### config.mk
export PLATFORM = sky130hd
export DESIGN_NAME = obstacle_line_locator
export DESIGN_NICKNAME = d
export VERILOG_FILES = /design/src/rtl/obstacle_line_locator.sv
export SDC_FILE = /design/constraint.sdc
export NUM_CORES = 1
export LEC_CHECK = 0
export BUFFER_PORTS_ARGS = -buffer_cell sky130_fd_sc_hd__clkbuf_2
export CORE_MARGIN = 1.5
export CORE_UTILIZATION = 61
export DETAILED_ROUTE_END_ITERATION = 6
export PLACE_DENSITY = 0.86
export RECOVER_POWER = 25
export SETUP_SLACK_MARGIN = 0.02
export SYNTH_ARGS = -nofsm -noshare
export SYNTH_HDL_FRONTEND = slang
export SYNTH_SLANG_ARGS = --single-unit
### constraint.sdc
create_clock -name sys_clk -period 9.27 [get_ports sys_clk]
set_clock_uncertainty 0.05 [all_clocks]
set_input_delay 0.4635 -clock sys_clk [delete_from_list [all_inputs] [get_ports sys_clk]]
set_output_delay 0.4635 -clock sys_clk [all_outputs]
set_load 0.01 [all_outputs]
### src/rtl/obstacle_line_locator.sv
// Obstacle table plus per-scanline slot capture; pixel outputs are registered with 1-cycle latency.
// READY follows line_start by OBSTACLE_NUM+1 cycles; there is no backpressure, blanking must cover the scan.
module obstacle_line_locator #(
  parameter int OBSTACLE_NUM    = 7,
  parameter int OBSTACLE_WIDTH  = 10,
  parameter int BLOCK_LEN_WIDTH = 4,
  parameter int SCREEN_WIDTH    = 10,
  parameter int PHY_WIDTH       = 15,
  parameter int LINE_SLOTS      = 4
) (
  input  logic                               sys_clk,
  input  logic                               sys_rst,
  input  logic                               wr_en,
  input  logic [$clog2(OBSTACLE_NUM)-1:0]    wr_idx,
  input  logic                               wr_valid,
  input  logic [PHY_WIDTH-1:0]               wr_abs_x,
  input  logic [PHY_WIDTH-1:0]               wr_abs_y,
  input  logic [BLOCK_LEN_WIDTH-1:0]         wr_len,
  input  logic [PHY_WIDTH-1:0]               camera_y,
  input  logic                               line_start,
  input  logic [SCREEN_WIDTH-1:0]            next_line,
  input  logic [SCREEN_WIDTH-1:0]            pixel_x,
  input  logic                               pixel_active,
  output logic                               obstacle_on,
  output logic [$clog2(OBSTACLE_NUM+1)-1:0]  obstacle_on_id,
  output logic [SCREEN_WIDTH-1:0]            obstacle_x_rom,
  output logic [SCREEN_WIDTH-1:0]            obstacle_y_rom,
  output logic [PHY_WIDTH-1:0]               obstacle_abs_pos_x,
  output logic [PHY_WIDTH-1:0]               obstacle_abs_pos_y,
  output logic                               scan_busy,
  output logic                               slot_overflow
);

  localparam int IDX_W  = $clog2(OBSTACLE_NUM);
  localparam int ID_W   = $clog2(OBSTACLE_NUM + 1);
  localparam int CNT_W  = $clog2(LINE_SLOTS + 1);
  localparam int SLOT_W = (LINE_SLOTS > 1) ? $clog2(LINE_SLOTS) : 1;

  localparam logic [PHY_WIDTH-1:0] Y_SPAN   = PHY_WIDTH'(2 * OBSTACLE_WIDTH);
  localparam logic [IDX_W-1:0]     LAST_IDX = IDX_W'(OBSTACLE_NUM - 1);
  localparam logic [IDX_W:0]       TAB_LEN  = (IDX_W + 1)'(OBSTACLE_NUM);
  localparam logic [CNT_W-1:0]     SLOT_MAX = CNT_W'(LINE_SLOTS);

  typedef struct packed {
    logic                    vld;
    logic [ID_W-1:0]         id;
    logic [PHY_WIDTH-1:0]    abs_x;
    logic [PHY_WIDTH-1:0]    abs_y;
    logic [SCREEN_WIDTH:0]   x_end;
    logic [SCREEN_WIDTH-1:0] y_rom;
  } slot_t;

  typedef enum logic [1:0] {IDLE, SCAN, READY} state_t;

  state_t state, state_nxt;

  logic [OBSTACLE_NUM-1:0]    tab_valid;
  logic [PHY_WIDTH-1:0]       tab_x   [OBSTACLE_NUM];
  logic [PHY_WIDTH-1:0]       tab_y   [OBSTACLE_NUM];
  logic [BLOCK_LEN_WIDTH-1:0] tab_len [OBSTACLE_NUM];

  logic [IDX_W-1:0]        idx;
  logic [SCREEN_WIDTH-1:0] line_r;
  logic [PHY_WIDTH-1:0]    cam_r;
  slot_t                   slots [LINE_SLOTS];
  logic [CNT_W-1:0]        slot_cnt;

  logic [PHY_WIDTH-1:0]    scan_d;
  logic                    scan_hit;
  logic [SCREEN_WIDTH-1:0] slot_dx [LINE_SLOTS];
  logic                    sel_hit;
  logic [SLOT_W-1:0]       sel_idx;
  logic [SCREEN_WIDTH-1:0] sel_dx;

  always_ff @(posedge sys_clk) begin
    if (sys_rst) begin
      tab_valid <= '0;
    end else if (wr_en && ({1'b0, wr_idx} < TAB_LEN)) begin
      tab_valid[wr_idx] <= wr_valid;
    end
  end

  always_ff @(posedge sys_clk) begin
    if (wr_en && ({1'b0, wr_idx} < TAB_LEN)) begin
      tab_x[wr_idx]   <= wr_abs_x;
      tab_y[wr_idx]   <= wr_abs_y;
      tab_len[wr_idx] <= wr_len;
    end
  end

  // Modular distance below the entry's top row; wrapped world coordinates need no special case.
  assign scan_d   = cam_r + PHY_WIDTH'(line_r) - tab_y[idx];
  assign scan_hit = (state == SCAN) && tab_valid[idx] && (tab_len[idx] != '0) && (scan_d < Y_SPAN);
  assign scan_busy = (state == SCAN);

  always_comb begin
    state_nxt = state;
    case (state)
      IDLE:    state_nxt = IDLE;
      SCAN:    if (idx == LAST_IDX) state_nxt = READY;
      READY:   state_nxt = READY;
      default: state_nxt = IDLE;
    endcase
    if (line_start) state_nxt = SCAN;
  end

  always_ff @(posedge sys_clk) begin
    if (sys_rst) begin
      state         <= IDLE;
      idx           <= '0;
      line_r        <= '0;
      cam_r         <= '0;
      slot_cnt      <= '0;
      slot_overflow <= 1'b0;
      for (int s = 0; s < LINE_SLOTS; s++) slots[s] <= '0;
    end else begin
      state <= state_nxt;
      if (line_start) begin
        line_r   <= next_line;
        cam_r    <= camera_y;
        idx      <= '0;
        slot_cnt <= '0;
        for (int s = 0; s < LINE_SLOTS; s++) slots[s] <= '0;
      end else if (state == SCAN) begin
        if (idx != LAST_IDX) idx <= idx + 1'b1;
        if (scan_hit) begin
          if (slot_cnt < SLOT_MAX) begin
            for (int s = 0; s < LINE_SLOTS; s++) begin
              if (CNT_W'(s) == slot_cnt) begin
                slots[s].vld   <= 1'b1;
                slots[s].id    <= ID_W'(idx) + ID_W'(1);
                slots[s].abs_x <= tab_x[idx];
                slots[s].abs_y <= tab_y[idx];
                slots[s].x_end <= (SCREEN_WIDTH + 1)'(tab_len[idx]) * (SCREEN_WIDTH + 1)'(OBSTACLE_WIDTH);
                slots[s].y_rom <= scan_d[SCREEN_WIDTH-1:0];
              end
            end
            slot_cnt <= slot_cnt + 1'b1;
          end else begin
            slot_overflow <= 1'b1;
          end
        end
      end
    end
  end

  for (genvar g = 0; g < LINE_SLOTS; g++) begin : g_dx
    assign slot_dx[g] = pixel_x - slots[g].abs_x[SCREEN_WIDTH-1:0];
  end

  // Walk downwards so the lowest slot (lowest table index) overrides the rest.
  always_comb begin
    sel_hit = 1'b0;
    sel_idx = '0;
    sel_dx  = '0;
    for (int s = LINE_SLOTS - 1; s >= 0; s--) begin
      if (slots[s].vld && ({1'b0, slot_dx[s]} < slots[s].x_end)) begin
        sel_hit = 1'b1;
        sel_idx = SLOT_W'(s);
        sel_dx  = slot_dx[s];
      end
    end
  end

  always_ff @(posedge sys_clk) begin
    if (sys_rst || !(sel_hit && pixel_active && (state == READY))) begin
      obstacle_on        <= 1'b0;
      obstacle_on_id     <= '0;
      obstacle_x_rom     <= '0;
      obstacle_y_rom     <= '0;
      obstacle_abs_pos_x <= '0;
      obstacle_abs_pos_y <= '0;
    end else begin
      obstacle_on        <= 1'b1;
      obstacle_on_id     <= slots[sel_idx].id;
      obstacle_x_rom     <= sel_dx;
      obstacle_y_rom     <= slots[sel_idx].y_rom;
      obstacle_abs_pos_x <= slots[sel_idx].abs_x;
      obstacle_abs_pos_y <= slots[sel_idx].abs_y;
    end
  end

endmodule

==> metrics.md <==
| Metric | Value |
|---|---|
| CTS Hold Bufs | `0` |
| Antenna violations before repair | `6` |
| Met3 wire length | `between 5000 and 6000 µm` |
| Post-synthesis register bit count | `540` |
| First-pass GRT wire length | `90400 µm` |
| Crit path required time | `9490 ps` |
| Max-cap violations | `1` |
| Final Net Count | `approximately 2200` |
| Critical path fanouts, max | `46` |
| Worst Hold Class | `primary input to flip-flop` |
| Share of cells above drive strength 1 | `0.136` |
| Min-delay src | `next_line[4]` |
| RSZ-0062 raised after global routing | `false` |
| Flop pwr share | `0.514` |
| Max clock buf depth | `3` |
| Top_reg_cell synth | `edfxtp_1` |
| Most numerous cell in the Yosys netlist | `edfxtp_1` |
| Largest area contributor in the netlist | `edfxtp_1` |
| Total number of vias | `16372` |
| Buffers on Ports | `133` |
| Maximum clock frequency | `134 MHz` |
| Via/cell ratio | `around 6.2` |
| Aggregate negative setup slack | `0 ps` |
| Chip width | `a little over 200 µm` |
| Initial core utilization | `0.621` |
| Failing checks | `capacitance limit, slew limit` |
| DR pass1 iterations | `6` |
| Period Utilization, post-route | `0.802` |
| Syn_area_per_cell | `~13 µm²` |
| FP Rows | `between 70 and 80` |
| Peak VDD IR | `roughly 0.18 mV` |
| Core area | `around 40000 µm²` |
| Relative slew slack | `-0.244` |
| Synthesis Warnings | `0` |
| Leak | `~10 nW` |
| Asr flop ratio synth | `0` |
| Final Core Density | `0.692` |
| Clock-pin slew on the worst setup and hold paths | `60 ps` |
| Reg2reg end | `slots[2][34]` |
| Final ANT Viol Nets | `0` |
| Switching Power | `approximately 1.3 mW` |
| M1 WL | `roughly 23000 µm` |
| DRT iter0 DRCs | `approximately 1800` |
| Largest net degree at the start of global routing | `85` |
| Combinational share of power | `0.101` |
| Power density cells | `about 190 nW/µm²` |
| Gr ovfl total | `0` |
| Vias in the first global route | `around 17000` |
| Synth top area share | `0.532` |
| Top cells by area, synth | `edfxtp_1 53%, dfxtp_1 8.2%, ha_1 4.6%, nor2_1 3.8%, mux2i_1 3.6%` |
| Worst Tran Pin Value | `1870 ps` |
| Crit end category | `flip-flop` |
| Post CTS Setup Buffer Count | `0` |
| Post-Synthesis Cells | `around 1900` |
| Hold path depth | `3` |
| Commonest cells post-synth | `439 x edfxtp_1, 252 x nor2_1, 129 x inv_1` |
| Worst-Skew Late Latency | `around 600 ps` |
| CTS buffer count | `53` |
| TritonCTS clock tree | `yes` |
| Synth cell types | `between 70 and 80` |
| Top sig layer | `met5` |
| Die area | `around 42000 µm²` |
| Worst Hold Path EP | `line_r[4]` |
| Setup-failing EPs final | `0` |
| Reg2Reg Depth | `18` |
| IO Pins | `between 100 and 150` |
| Nature of the critical path startpoint | `flip-flop` |
| Clock share of power | `0.385` |
| Clock root buffer master | `clkbuf_16` |
| Tot GR Track Use | `0.284` |
| Clk sink count | `540` |
| DP HPWL | `around 38000 µm` |
| Fin crit period | `around 7400 ps` |
| Die H | `between 200 and 250 µm` |
| Gates resized, CTS repair | `0` |
| Run status | `finished with violations` |
| Pins Over Slew Limit | `29` |
| Seq/Total Area, Yosys | `0.613` |
| Drc violations | `0` |
| Final hold vios | `0` |
| WL final | `just under 60000 µm` |
| Mapped Area | `about 25000 µm²` |
| Number of synthesized flops with an enable pin | `~440` |
| Crit Path Class | `flip-flop to flip-flop` |
| Routed met2 length | `between 20000 and 30000 µm` |
| R2R setup slack | `between 1500 and 2000 ps` |
| Wirelength per Cell | `around 22 µm` |
| Cell-internal power | `roughly 4 mW` |
| Data arrival, critical path | `7660 ps` |
| Layout area overhead | `11.3%` |
| Switching Share | `0.238` |
| H-tree levels | `2` |
| RD Place Congestion | `between 0.9 and 1` |
## cells in the final DEF (no fill, tap or decap), types with 45 or more instances in the layout
cell       synthesis  layout
nor3_1            61      59
dfxtp_1          101      98
o211ai_1          51      51
nor2b_1           56      56
ha_1              92      92
nand2_1           72      70
inv_1            129     129
o21ai_0           66      66
nor2_1           252     247
clkbuf_2           0      99
clkbuf_16          0      54
clkbuf_1          69      45
edfxtp_1         439     439
mux2i_1           88      88
## layer usage
metal  vias to the layer above  GRT usage
met1                      8002      0.355
met2                       815      0.481
met5                         -          0
met4                         2      0.138
li1                       7378          -
met3                       175     0.0488
## area by class of cell
class,instances,area [µm²]
clock buffer,68,1440
antenna,6,15.0
sequential,540,15200
fill,2648,12300
multi-input combinational,1178,8740
inverter,130,488
timing repair buffer,161,830
clock inverter,30,216
tap,525,657
## kinds of logic after synthesis
kind of cell             share of synthesized area
AO/OA/AOI/OAI                               0.0918
XOR/XNOR                                    0.0124
buffers and inverters                       0.0404
adder cells (fa/ha/maj)                     0.0585
flip-flops                                   0.613
AND/OR/NAND/NOR                              0.108
other                                     0.000151
multiplexers                                0.0755
## registers in the layout, summed over array words and instances, names as in the netlist, named ones only
register,count
line_r,10
tab_y,105
slot_overflow,1
cam_r,15
obstacle_on_id,3
slot_cnt,3
obstacle_y_rom,10
obstacle_x_rom,10
tab_len,28
obstacle_on,1
slots,204
state,2
obstacle_abs_pos_x,15
idx,3
tab_valid,7
obstacle_abs_pos_y,15
tab_x,105
## stage by stage
stage                     instances  instance area, µm²  setup WS, ps  total power, mW  hold WS (ps)
final                          2638               27600          1830             5.33          51.0
after global routing           2632               27600          1270             5.51          56.0
after detailed placement       2534               26000          1930             3.31           431
after CTS                      2632               27600          1900             5.35          24.2
after floorplan                1952               24900          2190             3.14           367
after global placement         2534               26000          2130             3.29           411
## worst max-delay path, cell delays in order, from the launching register on
cell	delay [ps]
dfxtp_4	850
buf_4	570
mux2i_1	250
o21ai_0	110
mux2i_1	400
inv_1	130
fa_1	500
inv_1	50
ha_1	340
o21ai_0	320
o21ai_0	230
a221oi_1	610
nor3_1	120
a311oi_1	340
nand4_1	240
or4_1	510
buf_4	310
nand2_2	660
buf_4	440
## worst max path at each step
stage                               to  cells past startpoint
after floorplan            slots[2][0]                     21
after global placement    slots[2][11]                     18
after detailed placement  slots[2][40]                     18
after CTS                 slots[2][11]                     18
after global routing      slots[2][11]                     18
final                     slots[2][34]                     18
## power by group through the flow
stage                     clock network, mW  registers [mW]  logic [mW]
after floorplan                           0            2.78       0.367
after global placement                    0            2.79       0.500
after detailed placement                  0            2.79       0.522
after CTS                              2.08            2.74       0.528
after global routing                   2.17            2.75       0.585
final                                  2.05            2.74       0.536
Power figures use the tool's default switching activity.
